### config.mk
export PLATFORM = sky130hd
export DESIGN_NAME = pll_lock_sequencer
export DESIGN_NICKNAME = d
export VERILOG_FILES = /design/src/rtl/pll_lock_sequencer.sv
export SDC_FILE = /design/constraint.sdc
export NUM_CORES = 1
export LEC_CHECK = 0
export CAP_MARGIN = 25
export CELL_PAD_IN_SITES_DETAIL_PLACEMENT = 2
export CELL_PAD_IN_SITES_GLOBAL_PLACEMENT = 2
export CORE_MARGIN = 2
export CORE_UTILIZATION = 42
export DETAILED_ROUTE_END_ITERATION = 8
export DONT_BUFFER_PORTS = 1
export GPL_TIMING_DRIVEN = 1
export PLACE_DENSITY_LB_ADDON = 0.12
export SYNTH_ARGS = -nofsm -noshare
export SYNTH_HDL_FRONTEND = slang
export SYNTH_SLANG_ARGS = --single-unit
export TNS_END_PERCENT = 100
### constraint.sdc
create_clock -name clk -period 5.3 [get_ports clk]
set_input_delay 1.59 -clock clk [delete_from_list [all_inputs] [get_ports clk]]
set_output_delay 1.59 -clock clk [all_outputs]
set_load 0.03 [all_outputs]
### src/rtl/pll_lock_sequencer.sv
// PLL power-up / recovery sequencer. Holds the rPLL in reset, waits for LOCK with a
// bounded number of timed-out attempts, qualifies lock stability, then releases the
// downstream domain reset. Runs entirely in the reference-clock domain.
module pll_lock_sequencer #(
    parameter int unsigned RST_HOLD_CYC     = 600,
    parameter int unsigned LOCK_TIMEOUT_CYC = 60000,
    parameter int unsigned LOCK_STABLE_CYC  = 1024,
    parameter int unsigned MAX_RETRY        = 3,
    localparam int unsigned RetryW = (MAX_RETRY > 0) ? $clog2(MAX_RETRY + 1) : 1
) (
    input  logic              clk,
    input  logic              rst_n,
    input  logic              pll_lock,
    input  logic              restart,
    output logic              pll_reset,
    output logic              locked,
    output logic              dom_rst_n,
    output logic              fail,
    output logic [RetryW-1:0] retry_cnt
);

    localparam int unsigned MaxAb  = (RST_HOLD_CYC > LOCK_TIMEOUT_CYC) ?
                                     RST_HOLD_CYC : LOCK_TIMEOUT_CYC;
    localparam int unsigned MaxCyc = (MaxAb > LOCK_STABLE_CYC) ? MaxAb : LOCK_STABLE_CYC;
    // Counter only ever reaches MaxCyc-1; keep at least one bit for degenerate sizes.
    localparam int unsigned CntW   = (MaxCyc > 1) ? $clog2(MaxCyc) : 1;

    typedef enum logic [2:0] {
        StHold,
        StWait,
        StStable,
        StRun,
        StFail
    } state_e;

    state_e            state_q, state_d;
    logic [CntW-1:0]   cnt_q, cnt_d;
    logic [RetryW-1:0] retry_q, retry_d;
    logic              lock_meta_q, lock_s_q;
    logic              pll_reset_q, pll_reset_d;
    logic              locked_q, locked_d;
    logic              dom_rst_n_q, dom_rst_n_d;
    logic              fail_q, fail_d;

    // Two-flop synchroniser for the asynchronous PLL LOCK output.
    always_ff @(posedge clk or negedge rst_n) begin
        if (!rst_n) begin
            lock_meta_q <= 1'b0;
            lock_s_q    <= 1'b0;
        end else begin
            lock_meta_q <= pll_lock;
            lock_s_q    <= lock_meta_q;
        end
    end

    // Next-state, shared cycle counter and retry bookkeeping.
    always_comb begin
        state_d = state_q;
        cnt_d   = cnt_q + CntW'(1);
        retry_d = retry_q;
        if (restart) begin
            state_d = StHold;
            cnt_d   = '0;
            retry_d = '0;
        end else begin
            case (state_q)
                StHold: begin
                    if (cnt_q == CntW'(RST_HOLD_CYC - 1)) begin
                        state_d = StWait;
                        cnt_d   = '0;
                    end
                end
                StWait: begin
                    // Lock wins over a coincident timeout.
                    if (lock_s_q) begin
                        state_d = StStable;
                        cnt_d   = '0;
                    end else if (cnt_q == CntW'(LOCK_TIMEOUT_CYC - 1)) begin
                        cnt_d = '0;
                        if (retry_q == RetryW'(MAX_RETRY)) begin
                            state_d = StFail;
                        end else begin
                            state_d = StHold;
                            retry_d = retry_q + RetryW'(1);
                        end
                    end
                end
                StStable: begin
                    if (!lock_s_q) begin
                        state_d = StWait;
                        cnt_d   = '0;
                    end else if (cnt_q == CntW'(LOCK_STABLE_CYC - 1)) begin
                        state_d = StRun;
                        cnt_d   = '0;
                        retry_d = '0;
                    end
                end
                StRun: begin
                    cnt_d = '0;
                    if (!lock_s_q) begin
                        state_d = StHold;
                        retry_d = '0;
                    end
                end
                StFail: begin
                    cnt_d = '0;
                end
                default: begin
                    state_d = StHold;
                    cnt_d   = '0;
                    retry_d = '0;
                end
            endcase
        end
    end

    // Outputs decoded from the next state so they move on the same edge as the state.
    always_comb begin
        pll_reset_d = (state_d == StHold) || (state_d == StFail);
        locked_d    = (state_d == StRun);
        dom_rst_n_d = (state_d == StRun);
        fail_d      = (state_d == StFail);
    end

    // State, counter and registered outputs.
    always_ff @(posedge clk or negedge rst_n) begin
        if (!rst_n) begin
            state_q     <= StHold;
            cnt_q       <= '0;
            retry_q     <= '0;
            pll_reset_q <= 1'b1;
            locked_q    <= 1'b0;
            dom_rst_n_q <= 1'b0;
            fail_q      <= 1'b0;
        end else begin
            state_q     <= state_d;
            cnt_q       <= cnt_d;
            retry_q     <= retry_d;
            pll_reset_q <= pll_reset_d;
            locked_q    <= locked_d;
            dom_rst_n_q <= dom_rst_n_d;
            fail_q      <= fail_d;
        end
    end

    assign pll_reset = pll_reset_q;
    assign locked    = locked_q;
    assign dom_rst_n = dom_rst_n_q;
    assign fail      = fail_q;
    assign retry_cnt = retry_q;

endmodule

==> flow_metrics.env, run 1 <==
export IMPL_drive_gt1_frac=0.08333
export IMPL_power_switching_mw=0.06811
export IMPL_grt_overflow=0
export IMPL_yosys_area_top_type_share=0.4708
export IMPL_synthesis_nets=141
export IMPL_hold_buffers=0
export IMPL_track_usage=0.2033
export IMPL_synth_area_top_cells="dfrtp_1 47%, nor2_1 6.8%, xor2_1 5.9%"
export IMPL_design_area_um2=1401
export IMPL_core_area_um2=3028
export IMPL_pwr_share_comb=0.023
export IMPL_clock_sinks=26
export IMPL_cp_max_fo=2
export IMPL_finalWorstSetupSlack_ns=2.677
export IMPL_drtIter0Drc=30
export IMPL_worst_setup_path_end_kind="primary output"
export IMPL_tritoncts="done"
export IMPL_htreeDepth=1
export IMPL_layout_min_cycle_time_ns=2.623
export IMPL_grt_pass1_vias=1091
export IMPL_cts_buffers=3
export IMPL_io_buffers=0
export IMPL_globalplace_congestion=0.7232
export IMPL_die_h_um=60.25
export IMPL_fin_skew_ns=0.006618
export IMPL_wl_per_cell_um=17.27
export IMPL_yosysTopAreaCell="dfrtp_1"
export IMPL_die_area_um2=3629
export IMPL_rsz0062_at_grt="false"
export IMPL_switching_share=0.1951
export IMPL_synth_cell_types=38
export IMPL_synth_edff_count=0
export IMPL_required_ns=3.71
export IMPL_syn_inst=135
export IMPL_tns_ns=0
export IMPL_hold_violations=0
export IMPL_hold_path_class="flop to flop"
export IMPL_viasPerCell=5.557
export IMPL_initial_core_util=0.4388
export IMPL_antenna_cells=0
export IMPL_netlist_area_um2=1329
export IMPL_powerDensity_nw_per_um2=249.1
export IMPL_synth_ff_type="dfrtp_1"
export IMPL_synth_common_cells="25 x dfrtp_1, 24 x nor2_1, 9 x xor2_1"
export IMPL_clk_pin_slew_ns=0.14
export IMPL_drc_errors=0
export IMPL_first_pass_iters=4
export IMPL_clock_path_buffers=2
export IMPL_yosys_warnings=0
export IMPL_grt_pass1_wl_um=5340
export IMPL_row_count=20
export IMPL_dp_slack_ns=2.912
export IMPL_antenna_left=0
export IMPL_clk_latency_ns=0.33
export IMPL_p_int_mw=0.2810
export IMPL_outcome="complete, no violations"
export IMPL_antenna_found_initial=0
export IMPL_syn_area_per_cell_um2=9.843
export IMPL_num_vias=978
export IMPL_die_w_um=60.25
export IMPL_crit_type="flop to primary output"
export IMPL_grt_max_degree=27
export IMPL_fin_cells=176
export IMPL_nNetsFinal=139
export IMPL_slew_viol_final=0
export IMPL_clockPowerShare=0.393
export IMPL_cts_resized=0
export IMPL_wl_um=3039
export IMPL_peakVddDrop_mv=0.1174
export IMPL_drv_cap=0
export IMPL_setup_violations=0
export IMPL_yosys_cell_count_top_type="dfrtp_1"
export IMPL_pin_count=10
export IMPL_dp_cells=172
export IMPL_dpl_cell_area_um2=1349
export IMPL_arrival_ns=1.03
export IMPL_ys_seq_area_frac=0.4906
export IMPL_p_seq_frac=0.584
export IMPL_utilization=0.4628
export IMPL_start_kind="flop"
export IMPL_ys_seq_elements=26
export IMPL_cts_root_buf="clkbuf_4"
export IMPL_area_growth_pct=5.461
export IMPL_postCtsSetupBuffers=0
export IMPL_dpl_hpwl_um=2210
export IMPL_clock_fmax_ghz=0.3813
export IMPL_async_flop_share=1.000
export IMPL_worst_pin_slew_ns=0.5518
export IMPL_timing_final_crit_share=0.4949
export IMPL_power_mw=0.3491
export IMPL_hold_slack_ns=0.3838
export IMPL_max_slew_margin_rel=0.6293
export IMPL_p_leak_nw=0.5815
[per-layer routing]
layer / global-route usage / wire length (µm) / vias up
li1: - / - / 471
met2: 0.3665 / 1630 / 10
met1: 0.2395 / 1309 / 492
met5: 0 / 0 / -
met3: 0.02597 / 48 / 5
met4: 0.08571 / 52 / 0
[path summary, 6_finish.rpt]
path / start / end / slack [ns] / depth (start not counted)
setup / recovery: dom_rst_n / dom_rst_n / 2.68 / 0
hold / removal: lock_meta_q / lock_s_q / 0.38 / 0
setup reg to reg: cnt_q[12] / retry_cnt[0] / 2.91 / 5
hold reg to reg: lock_meta_q / lock_s_q / 0.38 / 0
max in group asynchronous: rst_n / pll_reset / 4.20 / 0
min in group asynchronous: rst_n / retry_cnt[0] / 0.93 / 0
[cells by family (layout without fill, tap and decap cells)]
family,Yosys count,after routing,share of synthesized area
DFF,26,26,0.4906
AOI/OAI and AO/OA,15,15,0.08098
adders and majority gates,2,2,0.01883
xor gates and xnor gates,14,14,0.09228
and+or+nand+nor,70,70,0.2882
buffers and inverters,8,5,0.02918
[power groups by stage]
stage          clock network [mW]  registers, mW  logic (mW)
2_1_floorplan                   0          0.207     0.00690
3_3_place_gp                    0          0.207     0.00769
3_5_place_dp                    0          0.208     0.00832
4_1_cts                     0.142          0.204     0.00836
5_1_grt                     0.150          0.204     0.00943
6_report                    0.137          0.204     0.00796
[registers in the layout, summed over array words and instances (netlist names)]
signal	flops
cnt_q	16
dom_rst_n	1
fail	1
lock_meta_q	1
lock_s_q	1
pll_reset	1
retry_cnt	2
state_q	3
[layout make-up]
class / instances / area (µm²)
Multi-Input combinational cell: 101 / 638.1
Clock buffer: 3 / 22.52
Inverter: 1 / 3.754
Sequential cell: 26 / 651.9
Clock inverter: 1 / 30.03
Fill cell: 333 / 1627
Tap cell: 44 / 55.05
[cells in the final DEF (no fill, tap or decap), types with 2 or more instances in the layout]
cell type and n:
o21ai_0 3, nand2_1 7, nor3_1 4, or4_4 2, nand4_1 6, nand4b_1 2
a21oi_1 4, nand3_1 6, nand2b_1 4, clkbuf_4 3, and4_1 2, xnor2_1 5
xor2_1 9, dfrtp_1 25, a31oi_1 2, nor2_1 24, and2_1 3, ha_1 2
Power figures use the tool's default switching activity.
==> inputs of run 2 (changes only) <==
--- a/config.mk
+++ b/config.mk
@@ -9,7 +9,7 @@
 export CELL_PAD_IN_SITES_DETAIL_PLACEMENT = 2
 export CELL_PAD_IN_SITES_GLOBAL_PLACEMENT = 2
 export CORE_MARGIN = 2
-export CORE_UTILIZATION = 42
+export CORE_UTILIZATION = 39
 export DETAILED_ROUTE_END_ITERATION = 8
 export DONT_BUFFER_PORTS = 1
 export GPL_TIMING_DRIVEN = 1
==> constraint.sdc (replaced) <==
create_clock -name clk -period 2.6 [get_ports clk]
set_input_delay 0.78 -clock clk [delete_from_list [all_inputs] [get_ports clk]]
set_output_delay 0.78 -clock clk [all_outputs]
set_load 0.03 [all_outputs]
==> run 2 against run 1 <==
  * Global-route usage down 2.7 points
  * Critical path type is now flop to flop
  * Critical path depth up 5
  * Die area up 7.2%
  * Largest cell class unchanged
  * Critical endpoint is now retry_cnt[0]
==> flow_metrics.env, run 2 (synthesis results as in run 1) <==
export IMPL_reg2reg_setup_slack_ns=0.25
export IMPL_dp_slack_ns=0.2565
export IMPL_die_w_um=62.37
export IMPL_cts_buffers=3
export IMPL_critPathCapture="retry_cnt[0]"
export IMPL_regMostFlops="cnt_q"
export IMPL_die_area_um2=3890
export IMPL_fillerInstances=374
export IMPL_timing_final_crit_share=0.9021
export IMPL_worst_setup_path_end_kind="flop"
export IMPL_drv_cap=0
export IMPL_clockPowerShare=0.323
export IMPL_initial_core_util=0.4014
export IMPL_switching_share=0.2118
export IMPL_grt_pass1_vias=1045
export IMPL_wl_per_cell_um=17.15
export IMPL_antenna_left=0
export IMPL_largest_register_ffs=16
export IMPL_cts_root_buf="clkbuf_4"
export IMPL_power_switching_mw=0.1350
export IMPL_timing_rr_end="retry_cnt[0]"
export IMPL_antenna_found_initial=0
export IMPL_grt_overflow=0
export IMPL_finalWorstSetupSlack_ns=0.2546
export IMPL_hold_violations=0
export IMPL_max_slew_margin_rel=0.6465
export IMPL_pin_count=10
export IMPL_io_buffers=0
export IMPL_peakVddDrop_mv=0.2332
export IMPL_required_ns=2.83
export IMPL_clock_sinks=26
export IMPL_clock_fmax_ghz=0.4264
export IMPL_track_usage=0.1758
export IMPL_multi_input_area_um2=638.1
export IMPL_grt_max_degree=27
export IMPL_tritoncts="done"
export IMPL_wl_um=3070
export IMPL_fin_skew_ns=0.009183
export IMPL_seqCellArea_um2=651.9
export IMPL_reg2reg_depth=5
export IMPL_drtIter0Drc=50
export IMPL_p_seq_frac=0.652
export IMPL_utilization=0.4214
export IMPL_rsz0062_at_grt="false"
export IMPL_arrival_ns=2.57
export IMPL_nNetsFinal=140
export IMPL_rr_startpoint="cnt_q[12]"
export IMPL_first_pass_iters=4
export IMPL_postCtsSetupBuffers=0
export IMPL_antenna_cells=0
export IMPL_start_kind="flop"
export IMPL_powerDensity_nw_per_um2=456.7
export IMPL_drive_gt1_frac=0.09023
export IMPL_grt_pass1_wl_um=5409
export IMPL_drc_errors=0
export IMPL_crit_start="cnt_q[12]"
export IMPL_row_count=21
export IMPL_cts_resized=0
export IMPL_htreeDepth=1
export IMPL_tns_ns=0
export IMPL_outcome="complete, no violations"
export IMPL_hold_path_class="input port to asynchronous set/reset pin"
export IMPL_setup_violations=0
export IMPL_cp_max_fo=6
export IMPL_layout_commonest_cell="dfrtp_1"
export IMPL_clock_path_buffers=2
export IMPL_globalplace_congestion=0.7298
export IMPL_crit_type="flop to flop"
export IMPL_layout_min_cycle_time_ns=2.345
export IMPL_slew_viol_final=0
export IMPL_area_growth_pct=4.991
export IMPL_p_int_mw=0.5022
export IMPL_p_leak_nw=0.5788
export IMPL_core_area_um2=3311
export IMPL_die_h_um=62.37
export IMPL_pwr_share_comb=0.025
export IMPL_worst_pin_slew_ns=0.5263
export IMPL_num_vias=974
export IMPL_clk_pin_slew_ns=0.15
export IMPL_dpl_hpwl_um=2236
export IMPL_viasPerCell=5.441
export IMPL_clk_latency_ns=0.32
export IMPL_layout_common_cells="25 x dfrtp_1, 24 x nor2_1, 9 x xor2_1, 7 x nand2_1"
export IMPL_hold_buffers=0
-- run 2: cell types whose count changed in the layout (fill, tap and decap cells not counted) --
cell	change
clkbuf_8	+1
buf_4	+1
bufinv_16	-1
-- run 2: critical path, stage by stage, from the launching register on --
cell	delay [ns]
dfrtp_1	0.46
or4_4	0.55
or4_4	0.56
a221o_1	0.39
o21ai_0	0.19
a21oi_1	0.09
-- run 2: final cells by class --
type / instances / share of cell area
well taps: 46 / 0.04126
flip-flops and latches: 26 / 0.4673
multi-input cells: 101 / 0.4574
repair buffers: 1 / 0.005381
inverters: 1 / 0.002691
clock buffers: 4 / 0.02601
-- run 2: through the flow --
stage	power, mW	instances	area, µm²	hold slack, ns
2_1_floorplan	0.4354	135	1329	0.3312
3_3_place_gp	0.4387	175	1359	0.3350
3_5_place_dp	0.4396	175	1359	0.3588
4_1_cts	0.6456	179	1395	0.1196
5_1_grt	0.6701	179	1395	0.09329
6_report	0.6372	179	1395	0.1262
-- run 2: how the worst min path moves through the flow --
stage / endpoint / slack [ns] / depth (start not counted)
5_1_grt: state_q[2] / 0.09 / 0
2_1_floorplan: lock_s_q / 0.33 / 0
4_1_cts: state_q[2] / 0.12 / 0
6_report: state_q[2] / 0.13 / 0
3_5_place_dp: lock_s_q / 0.36 / 0
3_3_place_gp: lock_s_q / 0.33 / 0
-- run 2: layer usage --
metal  share of wire  global-route usage  routed length, µm
met5               0                   0                  0
met4          0.0068             0.03333                 21
met3           0.023             0.03063                 72
met2            0.50              0.3003               1534
met1            0.47              0.2375               1442
-- run 2: power groups by stage --
stage	Combinational, mW	Clock, mW	Sequential [mW]
after floorplan	0.0141	0	0.421
final	0.0160	0.206	0.416
after global placement	0.0158	0	0.423
after global routing	0.0187	0.235	0.416
after detailed placement	0.0164	0	0.423
after CTS	0.0165	0.213	0.416
